==> config.mk <==
export PLATFORM = sky130hd
export DESIGN_NAME = register_dump_unit_flat
export DESIGN_NICKNAME = d
export VERILOG_FILES = /design/src/rtl/register_dump_unit_pkg.sv /design/src/rtl/register_dump_unit_if.sv /design/src/rtl/register_dump_unit.sv /design/src/flat_wrapper.sv
export SDC_FILE = /design/constraint.sdc
export NUM_CORES = 1
export LEC_CHECK = 0
export CAP_MARGIN = 20
export CORE_MARGIN = 4
export CORE_UTILIZATION = 30
export DETAILED_ROUTE_END_ITERATION = 8
export PLACE_DENSITY = 0.7
export SLEW_MARGIN = 25
export SYNTH_ARGS = -nofsm -noshare
export SYNTH_HDL_FRONTEND = slang
export SYNTH_SLANG_ARGS = --single-unit
==> constraint.sdc <==
create_clock -name clk -period 4.7 [get_ports clk]
set_input_delay 0.94 -clock clk [delete_from_list [all_inputs] [get_ports clk]]
set_output_delay 0.94 -clock clk [all_outputs]
set_load 0.01 [all_outputs]
==> src/rtl/register_dump_unit_pkg.sv <==
// register_dump_unit_pkg: dump FSM encoding, register-file geometry and reset image
package register_dump_unit_pkg;
  typedef enum logic [1:0] {IDLE, FETCH, SEND, DONE} state_t;
  localparam int REG_COUNT = 32;
  localparam int REG_ADDR_W = 5;
  localparam int REG_DATA_W = 32;
  localparam logic [REG_DATA_W-1:0] REG1_RESET = 32'd1;
  localparam logic [REG_DATA_W-1:0] REG29_RESET = 32'd252;
  function automatic logic [REG_DATA_W-1:0] reg_reset_val(input int idx);
    return idx == 1 ? REG1_RESET : idx == 29 ? REG29_RESET : '0;
  endfunction
endpackage

==> src/rtl/register_dump_unit_if.sv <==
// register_dump_unit_if: register-file read port plus the valid/ready dump stream
interface register_dump_unit_if
  import register_dump_unit_pkg::*;
#(
  parameter int DATA_W = REG_DATA_W,
  parameter int ADDR_W = REG_ADDR_W
);
  logic [ADDR_W-1:0] rd_addr;
  logic              rd_en;
  logic [DATA_W-1:0] rd_data;
  logic              out_valid;
  logic              out_ready;
  logic [DATA_W-1:0] out_data;
  logic [ADDR_W-1:0] out_index;
  logic              out_last;
  modport master (
    output rd_addr, rd_en, out_valid, out_data, out_index, out_last,
    input  rd_data, out_ready
  );
  modport slave (
    input  rd_addr, rd_en, out_valid, out_data, out_index, out_last,
    output rd_data, out_ready
  );
endinterface

==> src/rtl/register_dump_unit.sv <==
// register_dump_unit: walks REG_FIRST..REG_LAST through one read port and streams each value out
module register_dump_unit
  import register_dump_unit_pkg::*;
#(
  parameter int DATA_W    = REG_DATA_W,
  parameter int ADDR_W    = REG_ADDR_W,
  parameter int REG_FIRST = 0,
  parameter int REG_LAST  = 31,
  parameter int RD_LAT    = 2
) (
  input  logic                clk,
  input  logic                reset,
  input  logic                start,
  register_dump_unit_if.master bus,
  output logic                busy,
  output logic                done
);
  localparam int LAT_W = $clog2(RD_LAT + 1);
  localparam logic [ADDR_W-1:0] FIRST = ADDR_W'(REG_FIRST);
  localparam logic [ADDR_W-1:0] LAST  = ADDR_W'(REG_LAST);
  localparam logic [LAT_W-1:0]  LAT_END = LAT_W'(RD_LAT - 1);
  state_t            state_q, state_d;
  logic [ADDR_W-1:0] idx_q, idx_d, index_q, index_d;
  logic [LAT_W-1:0]  lat_q, lat_d;
  logic [DATA_W-1:0] data_q, data_d;
  logic              valid_q, valid_d, last_q, last_d;
  always_comb begin
    state_d = state_q;
    idx_d   = idx_q;
    lat_d   = lat_q;
    data_d  = data_q;
    index_d = index_q;
    last_d  = last_q;
    valid_d = valid_q;
    case (state_q)
      IDLE: if (start) begin
        state_d = FETCH;
        idx_d   = FIRST;
        lat_d   = '0;
      end
      FETCH: begin
        lat_d = lat_q + LAT_W'(1);
        if (lat_q == LAT_END) begin
          data_d  = bus.rd_data;
          index_d = idx_q;
          last_d  = idx_q == LAST;
          valid_d = 1'b1;
          state_d = SEND;
        end
      end
      SEND: if (bus.out_ready) begin
        valid_d = 1'b0;
        state_d = idx_q == LAST ? DONE : FETCH;
        idx_d   = idx_q == LAST ? idx_q : idx_q + ADDR_W'(1);
        lat_d   = '0;
      end
      default: begin
        state_d = IDLE;
        idx_d   = FIRST;
      end
    endcase
  end
  always_ff @(posedge clk or negedge reset)
    if (!reset) begin
      state_q <= IDLE;
      idx_q   <= FIRST;
      lat_q   <= '0;
      data_q  <= '0;
      index_q <= '0;
      last_q  <= 1'b0;
      valid_q <= 1'b0;
    end else begin
      state_q <= state_d;
      idx_q   <= idx_d;
      lat_q   <= lat_d;
      data_q  <= data_d;
      index_q <= index_d;
      last_q  <= last_d;
      valid_q <= valid_d;
    end
  // idx_q is the read address itself, so it stays put for the whole fetch
  assign bus.rd_addr   = idx_q;
  assign bus.rd_en     = state_q != IDLE;
  assign bus.out_valid = valid_q;
  assign bus.out_data  = data_q;
  assign bus.out_index = index_q;
  assign bus.out_last  = last_q;
  assign busy          = state_q != IDLE;
  assign done          = state_q == DONE;
endmodule

==> src/flat_wrapper.sv <==
// flat-port wrapper written by rule: the top's interface ports become plain ports
module register_dump_unit_flat import register_dump_unit_pkg::*;
#(
  parameter int DATA_W    = REG_DATA_W,
  parameter int ADDR_W    = REG_ADDR_W,
  parameter int REG_FIRST = 0,
  parameter int REG_LAST  = 31,
  parameter int RD_LAT    = 2
)
  (clk, reset, start, busy, done, bus_rd_addr, bus_rd_en, bus_out_valid, bus_out_data, bus_out_index, bus_out_last, bus_rd_data, bus_out_ready);
  register_dump_unit_if #(.DATA_W(DATA_W), .ADDR_W(ADDR_W)) bus_i ();
  input  logic clk;
  input  logic reset;
  input  logic start;
  output logic busy;
  output logic done;
  output wire logic [$bits(bus_i.rd_addr)-1:0] bus_rd_addr;
  output wire logic [$bits(bus_i.rd_en)-1:0] bus_rd_en;
  output wire logic [$bits(bus_i.out_valid)-1:0] bus_out_valid;
  output wire logic [$bits(bus_i.out_data)-1:0] bus_out_data;
  output wire logic [$bits(bus_i.out_index)-1:0] bus_out_index;
  output wire logic [$bits(bus_i.out_last)-1:0] bus_out_last;
  input wire logic [$bits(bus_i.rd_data)-1:0] bus_rd_data;
  input wire logic [$bits(bus_i.out_ready)-1:0] bus_out_ready;
  assign bus_rd_addr = bus_i.rd_addr;
  assign bus_rd_en = bus_i.rd_en;
  assign bus_out_valid = bus_i.out_valid;
  assign bus_out_data = bus_i.out_data;
  assign bus_out_index = bus_i.out_index;
  assign bus_out_last = bus_i.out_last;
  assign bus_i.rd_data = bus_rd_data;
  assign bus_i.out_ready = bus_out_ready;
  register_dump_unit #(.DATA_W(DATA_W), .ADDR_W(ADDR_W), .REG_FIRST(REG_FIRST), .REG_LAST(REG_LAST), .RD_LAT(RD_LAT)) u_core (.clk(clk), .reset(reset), .start(start), .bus(bus_i), .busy(busy), .done(done));
endmodule
; Word-level counts from Yosys, hierarchy flattened
; Cells that the tools add are included.
[word_totals]
reg_bits = 48
in_bits = 36
out_inout_bits = 47
wordCells = 43
[classes]
add_sub_neg = 2
eq_ne = 9
muxes = 15
n_bitwise = 1
n_reduce_logical = 9
[ops]
columns = op, count
row1 = $mux 5, 3
row2 = $pmux 5 s3, 1
row3 = $mux 2, 6
row4 = $pmux 2 s3, 2
row5 = $reduce_and 3->1, 3
row6 = $ne 2x2->1 const B, 3
row7 = $add 5x1->5 const B, 1
row8 = $eq 5x5->1 const B, 1
row9 = $eq 2x1->1 const B, 2
row10 = $eq 2x2->1 const B, 2
row11 = $reduce_and 4->1, 1
row12 = $reduce_bool 2->1, 2
row13 = $reduce_bool 3->1, 1
row14 = $add 2x1->2 const B, 1
row15 = $logic_not 2->1, 1
row16 = $mux 1, 2
row17 = $ne 2x1->1 const B, 1
row18 = $pmux 1 s2, 1
row19 = $reduce_and 2->1, 1
row20 = $not 1->1, 1

; Longest topological paths before layout
[logic_depth]
depth_word = 4
depth_mapped = 7
ltp_nobuf = 7

; Worst setup path before layout
; OpenSTA, ideal clock, no wires.
[synth_path]
path_type = reg2out
startpoint = register u_core.state_q[0]
endpoint = output port busy
arrival_time_ps = 1013
slack_ps = 2747
path_stages_with_launch = 4
cell_sequence = dfrtp_1 -> clkbuf_2 -> or2_2 -> buf_4
[synth_between]
elab_chain_len = 1
[synth_lines]
columns = item, line_no
row1 = from (decl), register_dump_unit.sv:22  ; state_t state_q, state_d;
row2 = from (signal assigned), register_dump_unit.sv:73  ; state_q <= state_d;
row3 = $reduce_bool 2->1, --
row4 = to (decl), flat_wrapper.sv:15  ; output logic busy;
; Every way passes these cells.

; Worst setup path after layout
[layout_path]
startpoint = register u_core.state_q[1]
endpoint = output port bus_rd_en
[layout_between]
elab_chain_len = 1
[layout_lines]
columns = item, line_no
row1 = $reduce_bool 2->1, register_dump_unit.sv:83  ; assign bus.rd_en = state_q != IDLE;
row2 = to (decl), flat_wrapper.sv:18  ; output wire logic [$bits(bus_i.rd_en)-1:0] bus_rd_en;
; Every way passes these cells.

==> metrics <==
Worst EP required 3.76 ns; worst slew pin tran 0.598 ns; storage element area 1200 um2; vias in the first global route 1436; FF+latch count, synth 48; cts hold-fix bufs 0; antenna-violating nets left 0; area leader, netlist dfrtp_1; GP Congestion 0.714; drt drc 0; initial core utilization 31.2%; post-synth top area share 59.9%; most frequent cell after synthesis dfrtp_1; Root Driver clkbuf_8; Post-Layout Inst Area 2960 um2; Post-synth ARST share 100%; Final Cycle Share 54.9%; Reg2Reg Capture Point u_core.bus.rd_addr[3]$_DFFE_PN0P_; Final Hold Fails 0; Site Rows 29; DR pass1 iterations 3; hold endpoint u_core.lat_q[0]$_DFFE_PN0P_; Post-Syn Area 2010 um2; outcome complete, no violations; Critical Path Start Type flop; Slew Viols, Final 0; min Tclk post-route 2.58 ns; reg2reg start u_core.bus.rd_addr[0]$_DFFE_PN0P_; Worst R2R Setup Slack 2.68 ns; Final nets 258; post-synth cell types 26; yosys warns 0; reg2reg path depth 7; Net Count, Synth 176; synthesis-to-layout area growth 47.3%; largest net degree at the start of global routing 49; filler cell count 591; Hold Path Origin u_core.lat_q[0]$_DFFE_PN0P_; setup_tns 0 ns; worst hold stages 1; WHS 0.488 ns; sequential fraction of the synthesis area 59.9%; endpoints failing setup 0; Die X 89.8 um; TritonCTS Buffers 5; Commonest cells post-synth 48 x dfrtp_1, 30 x mux2_2, 9 x mux2_4, 9 x o21ai_0, 5 x nand2_1; die height 89.8 um; Syn Area/Cell 14.6 um2; number of port buffers 82; htree depth 2; Setup Crit Path Kind flop to output port; dpl hpwl 2940 um; Peak Freq 388 MHz; Leak 1.29 nW; Syn Inst Count 137; ys flop type dfrtp_1; power per cell area 614 nW/um2; Slew HR 60.1%; Worst Skew 0.00645 ns; CTS Buffer Depth 2; Worst VDD drop 0.000335 V; synth top area cells dfrtp_1 60%, mux2_2 17%, mux2_4 6.7%, o21ai_0 2.2%, ha_1 1.9%; CTS tree yes; max_cap viols 0; n_diodes 0; DR WL/cell 13.9 um; worst skew pair latency 0.30 ns; critical path peak fanout 10; Post-DP Area 2870 um2; via count 1352; core footprint 6420 um2; Crit. Startpoint u_core.state_q[1]$_DFFE_PN0P_; I/O pins 83; EDFF count, synth 0; layout cells sized above 1 23.2%; DRT iter0 DRCs 19; pre-CTS WS 2.30 ns; total congestion overflow 0; initial antenna violation count 0; Finished Layout Cells 297; die area 8060 um2; multi-input logic area 738 um2; total power 1.81 mW; Sink Count 48; setup bufs post-CTS 0; drt via density 4.55; hold crit path type flop to flop; CP Capture Type output port; Worst Path Arrival 1.64 ns; Core Util, Final 46.0%; Total GRT Usage 10.8%; final wirelength 4130 um; Clock transition at path regs 0.08 ns; RSZ-0062 raised after global routing no; Placed Cells 289; Post-CTS Resized 0; Final Worst Setup Slack 2.12 ns; first-pass GRT wire length 7070 um
==> critical path, cell delays in order, from the launching register on <==
cell and delay (ns):
dfrtp_1 0.50, or2_2 0.35, clkdlybuf4s50_1 0.49
==> metal layers <==
layer,part of all wire (%),wire [um],GRT usage [%],vias to the layer above
met5,0,0,0,-
met4,1.4,56,3.83,0
met3,7.9,326,4.17,7
met2,46,1910,17.6,53
met1,44,1830,12.9,653
li1,-,-,-,639
==> cell usage in the layout (no fill, tap or decap), drive strengths merged <==
cell	Yosys	layout
nand2	5	5
buf	6	1
or2	2	2
o21ai	9	9
o22ai	2	2
nand3b	2	2
nor2	3	3
and3	1	1
dfrtp	48	48
mux2i	1	1
nor2b	3	3
nand2b	2	2
ha	3	3
inv	3	3
clkbuf	1	8
and2	1	1
or4	1	1
clkdlybuf4s50	0	81
mux2	39	39
nand3	3	3
a21oi	2	2
==> sequential cells by signal, indices dropped and copies added, names as in the netlist <==
name,cells
u_core.bus.out_index,5
u_core.lat_q,2
u_core.state_q,2
u_core.bus.out_data,32
u_core.bus.out_valid,1
u_core.bus.rd_addr,5
u_core.bus.out_last,1
==> layout make-up <==
type                    instances  share of cell area [%]
clock buffers                   8                    3.05
inverters                       3                   0.381
multi-input cells              79                    25.0
flip-flops and latches         48                    40.6
well taps                      77                    3.26
repair buffers                 82                    27.7
==> logic make-up (layout without fill, tap and decap cells) <==
kind of cell / Yosys count / count (layout) / share of synthesized area (%)
AO/OA/AOI/OAI: 13 / 13 / 4.05
adder cells (fa/ha/maj): 3 / 3 / 1.87
buffers and inverters: 10 / 93 / 3.37
flip-flops: 48 / 48 / 59.9
multiplexers: 40 / 40 / 24.1
AND/OR/NAND/NOR: 23 / 23 / 6.80
==> report_power, final <==
part | switching, mW | internal, mW
combinational | 0.314 | 0.559
sequential | 0.107 | 0.586
clock | 0.127 | 0.120
==> worst max path at each step <==
stage	to	slack [ns]	cells after the start
6_report	bus_rd_en	2.12	2
5_1_grt	bus_rd_en	2.05	2
4_1_cts	bus_rd_en	2.10	2
3_5_place_dp	u_core.bus.rd_addr[3]$_DFFE_PN0P_	2.30	5
3_3_place_gp	u_core.bus.rd_addr[3]$_DFFE_PN0P_	2.33	5
2_1_floorplan	busy	2.75	3
No activity file was read; power rests on OpenSTA's default activity.
